[config.mk]
export PLATFORM = sky130hd
export DESIGN_NAME = delivery_display_scan_flat
export DESIGN_NICKNAME = d
export VERILOG_FILES = /design/src/rtl/delivery_display_scan_if.sv /design/src/rtl/delivery_display_scan.sv /design/src/flat_wrapper.sv
export SDC_FILE = /design/constraint.sdc
export NUM_CORES = 1
export LEC_CHECK = 0
export ABC_AREA = 1
export BUFFER_PORTS_ARGS = -buffer_cell sky130_fd_sc_hd__buf_2
export CAP_MARGIN = 5
export CORE_MARGIN = 3
export CORE_UTILIZATION = 59
export DETAILED_ROUTE_END_ITERATION = 7
export PLACE_DENSITY = 0.85
export SKIP_LAST_GASP = 1
export SYNTH_ARGS = -nofsm -noshare
export SYNTH_HDL_FRONTEND = slang
export SYNTH_SLANG_ARGS = --single-unit
[constraint.sdc]
create_clock -name clock -period 3.3 [get_ports clock]
set_clock_uncertainty 0.15 [all_clocks]
set_input_delay 0.66 -clock clock [delete_from_list [all_inputs] [get_ports clock]]
set_output_delay 0.66 -clock clock [all_outputs]
set_load 0.005 [all_outputs]
[src/rtl/delivery_display_scan_if.sv]
// delivery_display_scan_if: map/lane inputs and row/column drive outputs of the LED scanner
interface delivery_display_scan_if #(parameter int ROWS = 16);
  logic                    enable;
  logic [4*ROWS-1:0]       map_obstacle;
  logic [4*ROWS-1:0]       map_objective;
  logic [3:0]              player_position;
  logic                    game_over;
  logic [$clog2(ROWS)-1:0] row_sel;
  logic                    row_en;
  logic [3:0]              col_obstacle;
  logic [3:0]              col_objective;
  logic [3:0]              col_player;
  logic                    frame_start;
  modport master (
    output enable, map_obstacle, map_objective, player_position, game_over,
    input  row_sel, row_en, col_obstacle, col_objective, col_player, frame_start
  );
  modport slave (
    input  enable, map_obstacle, map_objective, player_position, game_over,
    output row_sel, row_en, col_obstacle, col_objective, col_player, frame_start
  );
endinterface

[src/rtl/delivery_display_scan.sv]
// delivery_display_scan: frame-coherent row scanner for a 4-column LED matrix with game-over player blink.
// Optional DELIVERY_SCAN_BLANK_EN inserts a one-cycle blank after every row.
module delivery_display_scan #(
  parameter int ROWS         = 16,
  parameter int DWELL        = 1,
  parameter int BLINK_FRAMES = 8
) (
  input logic clock,
  input logic reset,
  delivery_display_scan_if.slave bus
);
  localparam int RW = $clog2(ROWS);
  localparam int DW = DWELL > 1 ? $clog2(DWELL) : 1;
  localparam int FW = $clog2(BLINK_FRAMES + 1);
  typedef enum logic [1:0] {IDLE, LOAD, SHOW, BLANK} state_t;
  state_t            state_q, state_d;
  logic [RW-1:0]     row_q, row_d;
  logic [DW-1:0]     dwell_q, dwell_d;
  logic [FW-1:0]     cnt_q, cnt_d, cnt_inc;
  logic              blink_q, blink_d;
  logic [4*ROWS-1:0] obs_q, obs_d, objv_q, objv_d;
  logic [3:0]        ply_q, ply_d;
  logic              go_q, go_d;
  logic [RW-1:0]     row_sel_q, row_sel_d;
  logic              row_en_q, row_en_d;
  logic [3:0]        col_obs_q, col_obs_d, col_objv_q, col_objv_d, col_ply_q, col_ply_d;
  logic              frame_start_q, frame_start_d;
  logic              last_dwell, last_row, cnt_wrap, show;
  assign last_dwell = dwell_q == DW'(DWELL - 1);
  assign last_row   = row_q == RW'(ROWS - 1);
  assign cnt_inc    = cnt_q + 1'b1;
  assign cnt_wrap   = cnt_inc == FW'(BLINK_FRAMES);
  // Outputs are registered from the next-state values so they line up with state_q.
  always_comb begin
    state_d = state_q;
    row_d   = row_q;
    dwell_d = dwell_q;
    cnt_d   = cnt_q;
    blink_d = blink_q;
    obs_d   = obs_q;
    objv_d  = objv_q;
    ply_d   = ply_q;
    go_d    = go_q;
    case (state_q)
      IDLE: state_d = bus.enable ? LOAD : IDLE;
      LOAD: begin
        obs_d   = bus.map_obstacle;
        objv_d  = bus.map_objective;
        ply_d   = bus.player_position;
        go_d    = bus.game_over;
        cnt_d   = cnt_wrap ? '0 : cnt_inc;
        blink_d = blink_q ^ cnt_wrap;
        state_d = SHOW;
        row_d   = '0;
        dwell_d = '0;
      end
      SHOW: begin
        dwell_d = last_dwell ? '0 : dwell_q + 1'b1;
`ifdef DELIVERY_SCAN_BLANK_EN
        state_d = last_dwell ? BLANK : SHOW;
`else
        state_d = !last_dwell ? SHOW : last_row ? (bus.enable ? LOAD : IDLE) : SHOW;
        row_d   = (last_dwell && !last_row) ? row_q + 1'b1 : row_q;
`endif
      end
      default: begin
        state_d = last_row ? (bus.enable ? LOAD : IDLE) : SHOW;
        row_d   = last_row ? row_q : row_q + 1'b1;
      end
    endcase
    show          = state_d == SHOW;
    row_sel_d     = (show || state_d == BLANK) ? row_d : '0;
    row_en_d      = show;
    col_obs_d     = show ? obs_d[{row_d, 2'b00} +: 4] : 4'h0;
    col_objv_d    = show ? objv_d[{row_d, 2'b00} +: 4] : 4'h0;
    col_ply_d     = (show && row_d == '0 && !(go_d && blink_d)) ? ply_d : 4'h0;
    frame_start_d = state_d == LOAD;
  end
  always_ff @(posedge clock or negedge reset) begin
    if (!reset) begin
      state_q       <= IDLE;
      row_q         <= '0;
      dwell_q       <= '0;
      cnt_q         <= '0;
      blink_q       <= 1'b0;
      obs_q         <= '0;
      objv_q        <= '0;
      ply_q         <= '0;
      go_q          <= 1'b0;
      row_sel_q     <= '0;
      row_en_q      <= 1'b0;
      col_obs_q     <= '0;
      col_objv_q    <= '0;
      col_ply_q     <= '0;
      frame_start_q <= 1'b0;
    end else begin
      state_q       <= state_d;
      row_q         <= row_d;
      dwell_q       <= dwell_d;
      cnt_q         <= cnt_d;
      blink_q       <= blink_d;
      obs_q         <= obs_d;
      objv_q        <= objv_d;
      ply_q         <= ply_d;
      go_q          <= go_d;
      row_sel_q     <= row_sel_d;
      row_en_q      <= row_en_d;
      col_obs_q     <= col_obs_d;
      col_objv_q    <= col_objv_d;
      col_ply_q     <= col_ply_d;
      frame_start_q <= frame_start_d;
    end
  end
  assign bus.row_sel       = row_sel_q;
  assign bus.row_en        = row_en_q;
  assign bus.col_obstacle  = col_obs_q;
  assign bus.col_objective = col_objv_q;
  assign bus.col_player    = col_ply_q;
  assign bus.frame_start   = frame_start_q;
endmodule
[src/flat_wrapper.sv]
// flat-port wrapper written by rule: the top's interface ports become plain ports
module delivery_display_scan_flat 
#(
  parameter int ROWS         = 16,
  parameter int DWELL        = 1,
  parameter int BLINK_FRAMES = 8
)
  (clock, reset, bus_enable, bus_map_obstacle, bus_map_objective, bus_player_position, bus_game_over, bus_row_sel, bus_row_en, bus_col_obstacle, bus_col_objective, bus_col_player, bus_frame_start);
  delivery_display_scan_if #(.ROWS(ROWS)) bus_i ();
  input logic clock;
  input logic reset;
  input wire logic [$bits(bus_i.enable)-1:0] bus_enable;
  input wire logic [$bits(bus_i.map_obstacle)-1:0] bus_map_obstacle;
  input wire logic [$bits(bus_i.map_objective)-1:0] bus_map_objective;
  input wire logic [$bits(bus_i.player_position)-1:0] bus_player_position;
  input wire logic [$bits(bus_i.game_over)-1:0] bus_game_over;
  output wire logic [$bits(bus_i.row_sel)-1:0] bus_row_sel;
  output wire logic [$bits(bus_i.row_en)-1:0] bus_row_en;
  output wire logic [$bits(bus_i.col_obstacle)-1:0] bus_col_obstacle;
  output wire logic [$bits(bus_i.col_objective)-1:0] bus_col_objective;
  output wire logic [$bits(bus_i.col_player)-1:0] bus_col_player;
  output wire logic [$bits(bus_i.frame_start)-1:0] bus_frame_start;
  assign bus_i.enable = bus_enable;
  assign bus_i.map_obstacle = bus_map_obstacle;
  assign bus_i.map_objective = bus_map_objective;
  assign bus_i.player_position = bus_player_position;
  assign bus_i.game_over = bus_game_over;
  assign bus_row_sel = bus_i.row_sel;
  assign bus_row_en = bus_i.row_en;
  assign bus_col_obstacle = bus_i.col_obstacle;
  assign bus_col_objective = bus_i.col_objective;
  assign bus_col_player = bus_i.col_player;
  assign bus_frame_start = bus_i.frame_start;
  delivery_display_scan #(.ROWS(ROWS), .DWELL(DWELL), .BLINK_FRAMES(BLINK_FRAMES)) u_core (.clock(clock), .reset(reset), .bus(bus_i));
endmodule
# After elaboration in Yosys (flattened, before gate mapping)
# Index checks and enable logic that the tools add are counted.
# word_totals
reg_bits,163
latch_bits,0
ram_bits,0
rom_bits,0
input_bits,136
out_inout_bits,18
word_cells,58
n_memories,0
# op_classes
n_addsub,3
mul,0
div,0
order_cmp,0
n_eq_ne,7
shift,2
n_mux,19
bitwise,2
reduce_logical,10
# ops
op,n
$mux W64,2
$shiftx A64 B7 Y4,2
$mux W4,8
$pmux W4 S3,1
$add A4 B1 Y4 const B,2
$eq A4 B4 Y1 const B,2
$eq A2 B2 Y1 const B,3
$pmux W2 S3,1
$eq A2 B1 Y1 const B,2
$logic_and A1 B1 Y1,4
$logic_not A4 Y1,1
$mux W1,4
$mux W2,2
$logic_not A1 Y1,2
$logic_not A2 Y1,1
$pmux W1 S2,1
$reduce_bool A2 Y1,1
$add A1 B1 Y1 const B,1
$logic_or A1 B1 Y1,1
$not A1 Y1,1
$xor A1 B1 Y1,1

# Depth between registers and ports, before layout
# logic_depth
word_depth,9
mapped_depth,13
ltp_nobuf,12

# Worst setup path after synthesis
# No wires, ideal clock.
# synth_path
path_kind,register -> register
from,register u_core.row_q[0]
to,"register u_core.col_objv_q[1], in the netlist u_core.bus.col_objective[1]"
setup_ps,117
t_arrival_ps,1535
required_time_ps,3033
setup_slack_ps,1498
stages_incl_launch_ff,14
path_buffers,2
synth_period_minus_slack_ps,1802
path_cell_list,dfrtp_1 > ha_1 > nand3_1 > nand2_2 > nand2_1 > nand2_1 > buf_6 > buf_4 > nand2_1 > nand3_1 > nand3_1 > nand2_1 > nand2_1 > nand2_1
# synth_between
elab_chain_len,7
elab_cells_between_ends,13
cone_classes,add/sub: 1; eq/ne: 2; shift: 1; mux: 7; reduce/logical: 2
# synth_rtl
item,line,source
from (decl),delivery_display_scan.sv:17,"logic [RW-1:0] row_q, row_d;"
from (signal assigned),delivery_display_scan.sv:98,row_q <= row_d;
branches (longest 6 deep; another with $add A4 B1 Y4),-,
$mux W4 (*),delivery_display_scan.sv:75,"col_objv_d = show ? objv_d[{row_d, 2'b00} +: 4] : 4'h0;"
via u_core.col_objv_d[1],delivery_display_scan.sv:26,"logic [3:0] col_obs_q, col_obs_d, col_objv_q, col_objv_d, col_ply_q, col_ply_d;"
to (signal assigned),delivery_display_scan.sv:109,col_objv_q <= col_objv_d;
to (decl),delivery_display_scan.sv:26,
# Mark *: on every way through the listed nets, which the timed path passes.
# A chain may end at the register's enable or synchronous reset.

# Final worst setup path
# layout_path
from,register u_core.state_q[1]
to,"register u_core.col_objv_q[0], in the netlist u_core.bus.col_objective[0]"
# layout_between
elab_chain_len,4
elab_cells_between_ends,9
cone_classes,eq/ne: 3; shift: 1; mux: 4; reduce/logical: 1
# layout_rtl
item,line,source
from (decl),delivery_display_scan.sv:16,"state_t state_q, state_d;"
from (signal assigned),delivery_display_scan.sv:97,state_q <= state_d;
$eq A2 B1 Y1,delivery_display_scan.sv:44,case (state_q)
$mux W64,delivery_display_scan.sv:44,
via u_core.objv_d[32],delivery_display_scan.sv:21,"logic [4*ROWS-1:0] obs_q, obs_d, objv_q, objv_d;"
$shiftx A64 B7 Y4,delivery_display_scan.sv:75,
$mux W4,delivery_display_scan.sv:75,
via u_core.col_objv_d[0],delivery_display_scan.sv:26,
# The timed path passes the listed nets, and every way through them passes these cells.

==> results.json <==
{
  "crit_type": "flip-flop to flip-flop",
  "routabilityCongestion": 0.911,
  "fin_crit_ns": 2.64,
  "drive_gt1_share_pct": 19.7,
  "hold_buffers": 0,
  "grt_pass1_vias": 6657,
  "outcome": "finished, final reports clean",
  "cp_slowest_stage_delay_ns": 0.56,
  "pre_cts_ws_ns": 0.755,
  "syn_nets": 1102,
  "cts.sink_count": 162,
  "power_mw": 10.1,
  "crit_chain": "inv_4, nand2_4, buf_4, nand2_1, nand2_1, nand3_1, nand3_1, nand3_1, nand2_1, nand2_1, nand2_1",
  "start_kind": "flip-flop",
  "cts_buffers": 17,
  "post-cts-setup-buffers": 0,
  "post-route-period-util_pct": 79.9,
  "ys_seq_area_share_pct": 53.5,
  "clockBufferDepth": 2,
  "die_area_um2": 14200,
  "antenna_found_initial": 0,
  "num_rows": 40,
  "critPathMaxFanout": 52,
  "yosys_warnings": 0,
  "dr_total_vias": 6974,
  "ys_seq_elements": 162,
  "wirelength_um": 20600,
  "whs_ns": 0.0516,
  "ant_nets": 0,
  "grt_first_pass_wirelength_um": 33600,
  "die_x_um": 119,
  "numPortBuffers": 153,
  "synthesis.instances": 963,
  "avgViaCountPerCell": 5.49,
  "synthesis.area_um2": 7580,
  "ir_worst_vdd_mv": 0.596,
  "ctsResizeCount": 0,
  "worst_pin_slew_ns": 0.732,
  "synthToLayoutAreaGrowth_pct": 17.8,
  "fin_area_um2": 8930,
  "power.density_nw_per_um2": 1140,
  "dr.pass1.iters": 6,
  "io_pins": 154,
  "ys_types": 23,
  "initial_utilization_pct": 61.8,
  "worst_setup_path_end_kind": "flip-flop",
  "hpwl_um": 14100,
  "grt_setup_unrepaired": "false",
  "hold_violations": 0,
  "critPathRequiredTime_ns": 3.51,
  "insertion_delay_ns": 0.43,
  "fmax_mhz": 379,
  "report.final.slew_viol_count": 0,
  "setup_viol": 0,
  "layout_common_cells": "484 x nand2_1, 190 x nand3_1, 162 x dfrtp_1, 152 x buf_2",
  "relSlewSlack_pct": 51.1,
  "fp.dieH_um": 119,
  "drt_iter0_drc": 853,
  "grt.total_usage_pct": 29.7,
  "layout_setup_ws_ns": 0.664,
  "overflow": 0,
  "routedWlPerCell_um": 16.2,
  "drc": 0,
  "nNetsFinal": 1229,
  "cap_viol_max_count": 0,
  "critPathArrivalTime_ns": 2.85,
  "htreeDepth": 4,
  "avgSynthCellArea_um2": 7.87,
  "dpl_cell_area_um2": 8340,
  "slowest_stage": "dfrtp_1",
  "fin_setup_tns_ns": 0,
  "final_common_cell": "nand2_1",
  "n_antenna_cell": 0,
  "cts_root_buf": "clkbuf_16",
  "tritoncts": "yes",
  "grt_start_max_net_pins": 70,
  "core_um2": 12300,
  "clk_pin_slew_ns": 0.06,
  "hold_path.class": "input pin to asynchronous set/reset pin",
  "cpMostUsedCell": "nand2_1",
  "leakage_nw": 4.89
}
cell families after synthesis:
group / Yosys count / synth area share, %
simple gates: 701 / 38.4
fa+ha+maj: 3 / 0.495
compound gates: 11 / 0.990
xor+xnor: 2 / 0.231
buf+inv: 84 / 6.39
flops: 162 / 53.5
final timing paths:
path,startpoint,end,slack [ns],cells past startpoint
max,u_core.state_q[1],u_core.bus.col_objective[0],0.66,11
min,reset,u_core.bus.frame_start,0.05,1
max reg2reg,u_core.state_q[1],u_core.bus.col_objective[0],0.66,11
min reg2reg,u_core.objv_q[25],u_core.objv_q[25],0.32,2
max in group asynchronous,reset,u_core.obs_q[12],2.19,2
min in group clock,bus_map_objective[62],u_core.objv_q[62],0.31,3
flip-flops by register name (all words and copies together), names as in the netlist:
| name | count |
|---|---|
| u_core.bus.row_en | 1 |
| u_core.blink_q | 1 |
| u_core.bus.frame_start | 1 |
| u_core.bus.col_objective | 4 |
| u_core.go_q | 1 |
| u_core.ply_q | 4 |
| u_core.cnt_q | 4 |
| u_core.obs_q | 64 |
| u_core.row_q | 4 |
| u_core.bus.col_obstacle | 4 |
| u_core.objv_q | 64 |
| u_core.bus.row_sel | 4 |
| u_core.bus.col_player | 4 |
| u_core.state_q | 2 |
through the flow:
step,instances,utilization [%]
3_5_place_dp,1239,68.0
2_1_floorplan,963,-
6_report,1270,72.8
3_3_place_gp,1239,68.0
4_1_cts,1270,72.8
5_1_grt,1270,72.8
layer usage:
metal | GRT usage [%] | routed length [µm]
met5 | 0 | 0
met4 | 11.7 | 653
met3 | 7.60 | 2050
met2 | 43.9 | 9200
met1 | 42.3 | 8650
layout make-up:
class	instances	area [µm²]
Timing Repair Buffer	171	945
Inverter	21	81.3
Fill cell	907	3330
Multi-Input combinational cell	717	3050
Clock inverter	10	135
Tap cell	168	210
Sequential cell	162	4050
Clock buffer	21	450
report_power, final:
group          switching (mW)  internal, mW  leakage [nW]  total, mW
Clock                   0.766          1.20         0.275       1.97
Combinational            3.35          1.54          2.64       4.90
Sequential              0.321          2.96          1.98       3.28
cell usage after synthesis:
cell type    n  share of area, %
a21oi_2      1              0.12
a31oi_4      1              0.28
and2_1       1             0.083
buf_1        1             0.049
buf_2       34               2.2
buf_4       17               1.7
buf_6        8               1.2
clkbuf_1     3              0.15
dfrtp_1    162                53
ha_1         3              0.50
inv_1       17              0.84
inv_2        3              0.15
inv_4        1             0.083
nand2_1    486                24
nand2_2      3              0.25
nand2_4      1              0.15
nand3_1    191                13
nand4_1      3              0.25
nor2_1      11              0.54
nor2_4       1              0.15
o21ai_0      9              0.59
or2_2        4              0.33
xor2_1       2              0.23
worst max-delay path: cells and delay by family (launching register included):
| family | cells | cell delay (ns) |
|---|---|---|
| AND/OR/NAND/NOR | 9 | 1.13 |
| flip-flops | 1 | 0.56 |
| buffers and inverters | 2 | 0.69 |
No activity file was read; power rests on OpenSTA's default activity.
